### config.mk
export PLATFORM = sky130hd
export DESIGN_NAME = spdif_transmitter
export DESIGN_NICKNAME = d
export VERILOG_FILES = /design/src/rtl/spdif_pkg.sv /design/src/rtl/spdif_bmc_cell.sv /design/src/rtl/spdif_transmitter.sv
export SDC_FILE = /design/constraint.sdc
export NUM_CORES = 1
export LEC_CHECK = 0
export CELL_PAD_IN_SITES_DETAIL_PLACEMENT = 1
export CELL_PAD_IN_SITES_GLOBAL_PLACEMENT = 1
export CORE_ASPECT_RATIO = 1.1
export CORE_MARGIN = 4
export CORE_UTILIZATION = 41
export DETAILED_ROUTE_END_ITERATION = 12
export GPL_ROUTABILITY_DRIVEN = 1
export PLACE_DENSITY_LB_ADDON = 0.25
export SYNTH_ARGS = -nofsm -noshare
export SYNTH_HDL_FRONTEND = slang
export SYNTH_HIERARCHICAL = 1
export SYNTH_SLANG_ARGS = --single-unit
### constraint.sdc
create_clock -name clk -period 2.4 [get_ports clk]
set_clock_uncertainty 0.05 [all_clocks]
set_input_delay 0.48 -clock clk [delete_from_list [all_inputs] [get_ports clk]]
set_output_delay 0.48 -clock clk [all_outputs]
set_load 0.01 [all_outputs]
### src/rtl/spdif_pkg.sv
// Shared constants and helpers for the S/PDIF transmitter.
package spdif_pkg;

    // Preamble cell patterns, first cell in bit 7, for a line level of 0
    // before the preamble. If the line level is 1 they are sent inverted.
    localparam logic [7:0] PRE_B = 8'b11101000;
    localparam logic [7:0] PRE_M = 8'b11100010;
    localparam logic [7:0] PRE_W = 8'b11100100;

    localparam int SLOTS_PER_FRAME = 64;
    localparam int CELLS_PER_SLOT  = 2;

    // Channel-status bit positions carried by this transmitter.
    localparam int CS_BYTE0_HI = 7;
    localparam int CS_FS_LO    = 24;
    localparam int CS_FS_HI    = 27;

    // Channel-status bit n of the block: byte 0 and the sample-rate code,
    // all other bits are 0.
    function automatic logic cs_bit(input logic [31:0] n, input logic [7:0] b0,
                                    input logic [3:0] fs);
        logic r;
        r = 1'b0;
        if (n <= 32'(CS_BYTE0_HI))
            r = b0[n[2:0]];
        else if (n >= 32'(CS_FS_LO) && n <= 32'(CS_FS_HI))
            r = fs[2'(n - 32'(CS_FS_LO))];
        return r;
    endfunction

endpackage

### src/rtl/spdif_bmc_cell.sv
// Biphase-mark cell generator: turns one slot-level bit (or a preamble
// pattern) into two line cells, tracking line level and cell phase.
module spdif_bmc_cell (
    input  logic       clk,
    input  logic       reset_n,
    input  logic       clear,
    input  logic       cell_en,
    input  logic       bit_in,
    input  logic       pre_flag,
    input  logic [1:0] pre_cells,
    output logic       spdif_out,
    output logic       cell_phase
);
    // Line level seen just before the current preamble; preambles return
    // the line to this level, so it only follows data cells.
    logic ref_lvl;
    logic next_lvl;

    // Next line level for the coming cell.
    always_comb begin
        next_lvl = spdif_out;
        if (pre_flag)
            next_lvl = (cell_phase ? pre_cells[0] : pre_cells[1]) ^ ref_lvl;
        else if (!cell_phase)
            next_lvl = ~spdif_out;
        else if (bit_in)
            next_lvl = ~spdif_out;
    end

    // Line register, reference level and cell phase.
    always_ff @(posedge clk or negedge reset_n) begin
        if (!reset_n) begin
            spdif_out  <= 1'b0;
            ref_lvl    <= 1'b0;
            cell_phase <= 1'b0;
        end else if (clear) begin
            spdif_out  <= 1'b0;
            ref_lvl    <= 1'b0;
            cell_phase <= 1'b0;
        end else if (cell_en) begin
            spdif_out  <= next_lvl;
            cell_phase <= ~cell_phase;
            if (!pre_flag)
                ref_lvl <= next_lvl;
        end
    end

endmodule

### src/rtl/spdif_transmitter.sv
// IEC 60958 consumer S/PDIF transmitter: framing counters, sample
// handshake, V/U/C/P generation; line coding is in spdif_bmc_cell.
module spdif_transmitter
    import spdif_pkg::*;
#(
    parameter int SAMPLE_W     = 24,
    parameter int BLOCK_FRAMES = 192
) (
    input  logic                clk,
    input  logic                reset_n,
    input  logic                tx_enable,
    input  logic                cell_en,
    input  logic [SAMPLE_W-1:0] left_in,
    input  logic [SAMPLE_W-1:0] right_in,
    input  logic                s_valid,
    output logic                s_ready,
    input  logic [7:0]          cs_byte0,
    input  logic [3:0]          cs_fs_code,
    output logic                spdif_out,
    output logic                block_start,
    output logic                underrun
);
    localparam int AW = 24;
    localparam int FW = $clog2(BLOCK_FRAMES);

    logic [5:0]          slot_cnt;
    logic [FW-1:0]       frame_cnt;
    logic                cell_phase;
    logic [4:0]          sub_slot;
    logic                right_sub;
    logic                adv;
    logic                load;
    logic                accept;
    logic                hold_full;
    logic [SAMPLE_W-1:0] hold_l;
    logic [SAMPLE_W-1:0] hold_r;
    logic [AW-1:0]       sh_l;
    logic [AW-1:0]       sh_r;
    logic                frame_valid;
    logic                parity;
    logic [7:0]          cs_b0_q;
    logic [3:0]          cs_fs_q;
    logic [AW-1:0]       cur_word;
    logic [4:0]          aud_idx;
    logic                slot_bit;
    logic                pre_flag;
    logic [7:0]          pre_pat;
    logic [1:0]          pre_cells;

    assign sub_slot  = slot_cnt[4:0];
    assign right_sub = slot_cnt[5];
    // Slot advances on the second cell of each slot.
    assign adv  = tx_enable && cell_en && (cell_phase == 1'(CELLS_PER_SLOT - 1));
    // Frame load on the first cell of a left subframe.
    assign load = tx_enable && cell_en && !cell_phase && (slot_cnt == 6'd0);

    // Handshake: a pair transfers on any clk where s_valid && s_ready;
    // s_ready is high exactly while the one-deep holding register is empty.
    assign s_ready = ~hold_full;
    assign accept  = s_valid && s_ready;

    // Slot-level bit for the current slot and the preamble cell pair.
    always_comb begin
        cur_word = right_sub ? sh_r : sh_l;
        aud_idx  = sub_slot - 5'd4;
        slot_bit = 1'b0;
        pre_flag = (sub_slot < 5'd4);
        if (right_sub)
            pre_pat = PRE_W;
        else if (frame_cnt == '0)
            pre_pat = PRE_B;
        else
            pre_pat = PRE_M;
        case (sub_slot[1:0])
            2'd0:    pre_cells = pre_pat[7:6];
            2'd1:    pre_cells = pre_pat[5:4];
            2'd2:    pre_cells = pre_pat[3:2];
            default: pre_cells = pre_pat[1:0];
        endcase
        if (sub_slot >= 5'd4 && sub_slot <= 5'd27)
            slot_bit = cur_word[aud_idx];
        else if (sub_slot == 5'd28)
            slot_bit = ~frame_valid;
        else if (sub_slot == 5'd30)
            slot_bit = cs_bit(32'(frame_cnt), cs_b0_q, cs_fs_q);
        else if (sub_slot == 5'd31)
            slot_bit = parity;
    end

    // Slot and frame counters, plus running parity over slots 4..30.
    always_ff @(posedge clk or negedge reset_n) begin
        if (!reset_n) begin
            slot_cnt  <= '0;
            frame_cnt <= '0;
            parity    <= 1'b0;
        end else if (!tx_enable) begin
            slot_cnt  <= '0;
            frame_cnt <= '0;
            parity    <= 1'b0;
        end else if (adv) begin
            slot_cnt <= slot_cnt + 6'd1;
            if (slot_cnt == 6'(SLOTS_PER_FRAME - 1))
                frame_cnt <= (frame_cnt == FW'(BLOCK_FRAMES - 1)) ? '0 : frame_cnt + FW'(1);
            parity <= pre_flag ? 1'b0 : (parity ^ slot_bit);
        end
    end

    // Holding register: a new transfer beats a simultaneous frame load.
    always_ff @(posedge clk or negedge reset_n) begin
        if (!reset_n) begin
            hold_full <= 1'b0;
            hold_l    <= '0;
            hold_r    <= '0;
        end else if (accept) begin
            hold_full <= 1'b1;
            hold_l    <= left_in;
            hold_r    <= right_in;
        end else if (load) begin
            hold_full <= 1'b0;
        end
    end

    // Frame load into the shift words, status pulses and cs capture.
    always_ff @(posedge clk or negedge reset_n) begin
        if (!reset_n) begin
            sh_l        <= '0;
            sh_r        <= '0;
            frame_valid <= 1'b0;
            underrun    <= 1'b0;
            block_start <= 1'b0;
            cs_b0_q     <= '0;
            cs_fs_q     <= '0;
        end else if (!tx_enable) begin
            sh_l        <= '0;
            sh_r        <= '0;
            frame_valid <= 1'b0;
            underrun    <= 1'b0;
            block_start <= 1'b0;
        end else begin
            underrun    <= load && !hold_full;
            block_start <= load && (frame_cnt == '0);
            if (load) begin
                frame_valid <= hold_full;
                sh_l <= hold_full ? (AW'(hold_l) << (AW - SAMPLE_W)) : '0;
                sh_r <= hold_full ? (AW'(hold_r) << (AW - SAMPLE_W)) : '0;
                if (frame_cnt == '0) begin
                    cs_b0_q <= cs_byte0;
                    cs_fs_q <= cs_fs_code;
                end
            end
        end
    end

    spdif_bmc_cell u_bmc (
        .clk        (clk),
        .reset_n    (reset_n),
        .clear      (!tx_enable),
        .cell_en    (cell_en),
        .bit_in     (slot_bit),
        .pre_flag   (pre_flag),
        .pre_cells  (pre_cells),
        .spdif_out  (spdif_out),
        .cell_phase (cell_phase)
    );

endmodule

======== Word level (Yosys, flattened, before mapping) ========
Cells that the tools add are included.
operators by class
  $add $sub $neg .......................... 4
  magnitude comparators ................... 9
  equality and inequality tests ........... 12
  muxes and demuxes ....................... 48
  bitwise gates (word level) .............. 6
  reductions and logical operators ........ 18
operator list
  cell                 count
  $mux 24              7
  $mux 8               5
  $mux 1               29
  $eq 5x5->1 const B   3
  $mux 6               2
  $logic_and 1x1->1    9
  $add 8x1->8 const B  1
  $eq 8x8->1 const B   1
  $ge 8x5->1 const B   1
  $le 8x3->1 const B   1
  $le 8x5->1 const B   1
  $logic_not 8->1      1
  $ne 2x1->1 const B   4
  $add 6x1->6 const B  1
  $eq 6x6->1 const B   1
  $logic_not 6->1      1
  $lt 5x6->1 const B   1
  $pmux 2 s3           1
  $bmux 1 s5           1
  $ge 5x3->1 const B   1
  $le 5x5->1 const B   1
  $lt 5x3->1 const B   1
  $sub 5x3->5 const B  1
  $lt 3x4->1 const B   1
  15 further kinds     21
storage, ports and cells
  flip-flop bits (word level) ............. 130
  output and inout bits ................... 4

======== Depth between registers and ports, before layout ========
  word-level depth ........................ 14
  depth in mapped cells ................... 12

======== By module ========
The synthesis kept the hierarchy.
by module, submodules not included
  module             times used  cells each  area each (µm²)  seq. area each (µm²)
  spdif_transmitter  1           433         5686.7           3178.0
  spdif_bmc_cell     1           18          177.7            75.1

======== Worst setup path before layout ========
OpenSTA, ideal clock, no wires.
  kind .................................... flip-flop to flip-flop
  start point ............................. register slot_cnt[2]
  end point ............................... register u_bmc.spdif_out
  setup time .............................. 139 ps
  arrival time ............................ 2163 ps
  required time ........................... 2211 ps
  path slack .............................. 49 ps
  cell stages (with the launch flop) ...... 12
  clock period less this slack ............ 2351 ps
  path through ............................ dfrtp_1 -> inv_1 -> ha_1 -> and2_1 -> nor3_1 -> a2111o_1 -> o2111ai_1 -> a21boi_1 -> nand2b_1 -> o21ai_0 -> a221oi_1 -> nor3_1
between the ends
  longest elaborated chain between the ends .. 10
ends and longest elaborated chain
  element                                              RTL line                  RTL
  start: declaration                                   spdif_transmitter.sv:26   logic [5:0] slot_cnt;
  start signal: assignment                             spdif_transmitter.sv:101  slot_cnt <= slot_cnt + 6'd1;
  branches (longest 4 deep; another with $sub 5x3->5)  --
  $mux 1 *                                             spdif_transmitter.sv:80   if (sub_slot >= 5'd4 && sub_slot <= 5'd27)
  net slot_bit                                         spdif_transmitter.sv:45   logic slot_bit;
  $mux 1 *                                             spdif_bmc_cell.sv:26      else if (bit_in)
  $mux 1 *                                             spdif_bmc_cell.sv:24      else if (!cell_phase)
  $mux 1 *                                             spdif_bmc_cell.sv:22      if (pre_flag)
  $mux 1 *                                             spdif_bmc_cell.sv:40      end else if (cell_en) begin
  $mux 1 *                                             spdif_bmc_cell.sv:36      end else if (clear) begin
  end signal: assignment                               spdif_bmc_cell.sv:41      spdif_out <= next_lvl;
  end: declaration                                     spdif_bmc_cell.sv:11      output logic spdif_out,
Mark *: on every way through the listed nets, which the timed path passes. The select of a mux whose other input is x is not followed.
A chain may end at the register's enable or synchronous reset.

======== Final worst setup path ========
Ends and elaborated chain as after synthesis.

==> run metrics <==
Worst Tran Pin Value 503 ps; EDFF count, synth 0; initial core utilization 42.2%; CP Capture Type flop; hpwl dp 9920 µm; row count 45; CP bufs+invs 2; # fillers 1376; Seq/Total Area, Yosys 55.5%; R2R Setup Slk -100 ps; Critical R2R Capture u_bmc/spdif_out; Arr. time, crit path 2730 ps; Setup crit start slot_cnt[2]; switching fraction of total power 25.0%; fmax 0.400 GHz; clock slew at reported path FFs 60 ps; Via Count 4167; pins over their slew limit 0; Port Buffers 68; Sw Pwr 1.70 mW; Mean Syn Cell Area 13.0 µm²; status finished, violations left; DRC violations left 0; TritonCTS buffer count 17; Syn-to-layout area delta 33.6%; Total Wirelength 14800 µm; final worst slack -97.0 ps; WP depth 12; grt ovf 0; WP data required 2640 ps; Synth area leader dfrtp_1; total power 6.83 mW; vias in the first global route 4617; Max Cap Viol 0; core area 13900 µm²; Worst slew margin 66.5%; Final Hold Fails 0; Top FF cell, synth dfrtp_1; failing checks negative setup slack; Yosys warnings 6; Post-Syn Instances 451; total track usage 18.7%; Worst Path Max Fanout 5; Reg-to-Reg Start slot_cnt[2]; Die Wd 122 µm; DR vias/cell 5.50; Netlist cell types 53; largest net degree at the start of global routing 56; Power Internal 5.12 mW; flops & latches, synth 130; clock buffer depth 2; maximum vdd drop 0.000514 V; DIE AREA 16300 µm²; most frequent cell after synthesis dfrtp_1; DRT iter0 DRCs 179; crit path time final 2500 ps; Hold Crit Class reg2reg; Clock power frac 37.0%; leakage 3.35 nW; RSZ-0062 raised after global routing true; # setup viols final 2; Syn Nets 528; Post-synth ARST share 100%; Top Ports 69; routability congestion estimate from global placement 0.896; global-route wire length before repair 23800 µm; Final ANT Viol Nets 0; Cell Pwr Density 871 nW/µm²; overall die height 133 µm; Setup crit end u_bmc/spdif_out; CP startpoint kind flop; drt pass-1 iters 4; area share of the largest cell type after synthesis 55.5%; family with the most delay on the worst path compound AO/OA/AOI/OAI gates; Most Frequent Cell on Critical Path nor3_1; fraction of layout cells with a size suffix above 1 28.6%; # diodes 0; R2R depth 12; htree depth 4; Commonest cells post-synth 130 x dfrtp_1, 49 x mux2_2, 48 x a22o_1, 23 x mux2i_1, 20 x nor2_1; Max stage delay on crit path 450 ps; synthesized cell area 5860 µm²; slowest cell on the critical path a2111o_1; final worst path period share 104%; leading post-synthesis cells by cell area dfrtp_1 55%, mux2_2 9.4%, a22o_1 7.2%, mux2i_1 3.9%, ha_1 2.6%; CTS root buffer clkbuf_16; CP cell instances inv_2 > buf_6 > ha_4 > and2_4 > nor3_1 > a2111o_1 > o2111ai_2 > a21boi_4 > nand2b_1 > o21ai_2 > a221oi_2 > nor3_1; drt wl/cell 19.6 µm; setup TNS -129 ps; CTS tree yes; critical path class reg2reg; initial antenna violation count 0; Nets 637; Clk Latency, worst-skew pair 420 ps; Clock Sinks 130; Sequential Power Share 45.8%; combinational fraction of design power 17.1%
power by group through the flow:
stage          sequential [mW]  clock [mW]  combinational, mW
2_1_floorplan             3.01           0              0.803
3_3_place_gp              3.15           0               1.10
3_5_place_dp              3.17           0               1.17
4_1_cts                   3.14        2.57               1.18
5_1_grt                   3.20        2.67               1.28
6_report                  3.13        2.53               1.17
registers in the layout, summed over array words and instances (netlist names), 4 cells and up:
signal	cells
cs_b0_q	8
hold_r	24
slot_cnt	6
cs_fs_q	4
hold_l	24
sh_l	24
frame_cnt	8
sh_r	24
metal layers:
metal	track usage (%)	up-vias	part of all wire, %	wire length [µm]
li1	-	1876	-	-
met3	4.59	28	3.6	536
met1	23.5	2173	43	6360
met4	7.41	0	2.2	326
met2	31.1	90	51	7620
met5	0	-	0	0
per-stage QoR:
stage	worst slack, ps	area (µm²)	cells	utilization, %	hold slack, ps
global placement	-59.4	6990	716	50.3	417
finish	-97.0	7830	758	56.3	431
global route	-182	7830	758	56.3	453
floorplan	48.8	5860	451	-	134
detailed placement	-207	6990	716	50.3	422
CTS	-13.1	7690	750	55.3	437
worst min-delay path by stage:
| stage | startpoint | to | slack, ps | cells past startpoint |
|---|---|---|---|---|
| 6_report | cs_b0_q[0] | cs_b0_q[0] | 430 | 1 |
| 5_1_grt | hold_r[21] | sh_r[21] | 450 | 1 |
| 4_1_cts | cs_b0_q[0] | cs_b0_q[0] | 440 | 1 |
| 3_5_place_dp | reset_n | block_start | 420 | 1 |
| 3_3_place_gp | reset_n | block_start | 420 | 1 |
| 2_1_floorplan | reset_n | block_start | 130 | 0 |
kinds of logic (layout without fill, tap and decap cells):
family / Yosys count / in the layout / synth area share [%]
compound gates: 82 / 82 / 11.4
xor+xnor: 12 / 12 / 1.79
fa+ha+maj: 12 / 12 / 2.56
buf+inv: 39 / 158 / 3.39
flops: 130 / 130 / 55.5
mux: 89 / 89 / 17.6
simple gates: 87 / 87 / 7.87
cell usage in the layout (no fill, tap or decap), drive strengths merged, types with 5 or more instances in the layout:
cell and n:
nand3 7, mux4 5, inv 9, o22ai 7, clkbuf 22, nand4 5, ha 12, dfrtp 130
nand2 16, mux2 61, clkdlybuf4s50 67, buf 51, mux2i 23, or3 5, clkinv 5, nor3 7
xnor2 8, a22o 48, nor2 20
cell type report:
cell class,count,area (µm²),area share [%]
clock buffer,22,454,5.80
clock inverter,7,110,1.41
tap,188,235,3.00
timing repair buffer,119,1160,14.9
inverter,10,37.5,0.479
multi-input combinational,282,2580,32.9
sequential,130,3250,41.5
repair_timing:
item	CTS	global route
setup endpoints to repair	3	26
endpoints found under the hold margin	33	0
pin swaps	9	7
buffers inserted	4	7
resized for setup	25	21
hold buffers	1	0
gates cloned	0	1
No activity file was read; power rests on OpenSTA's default activity.
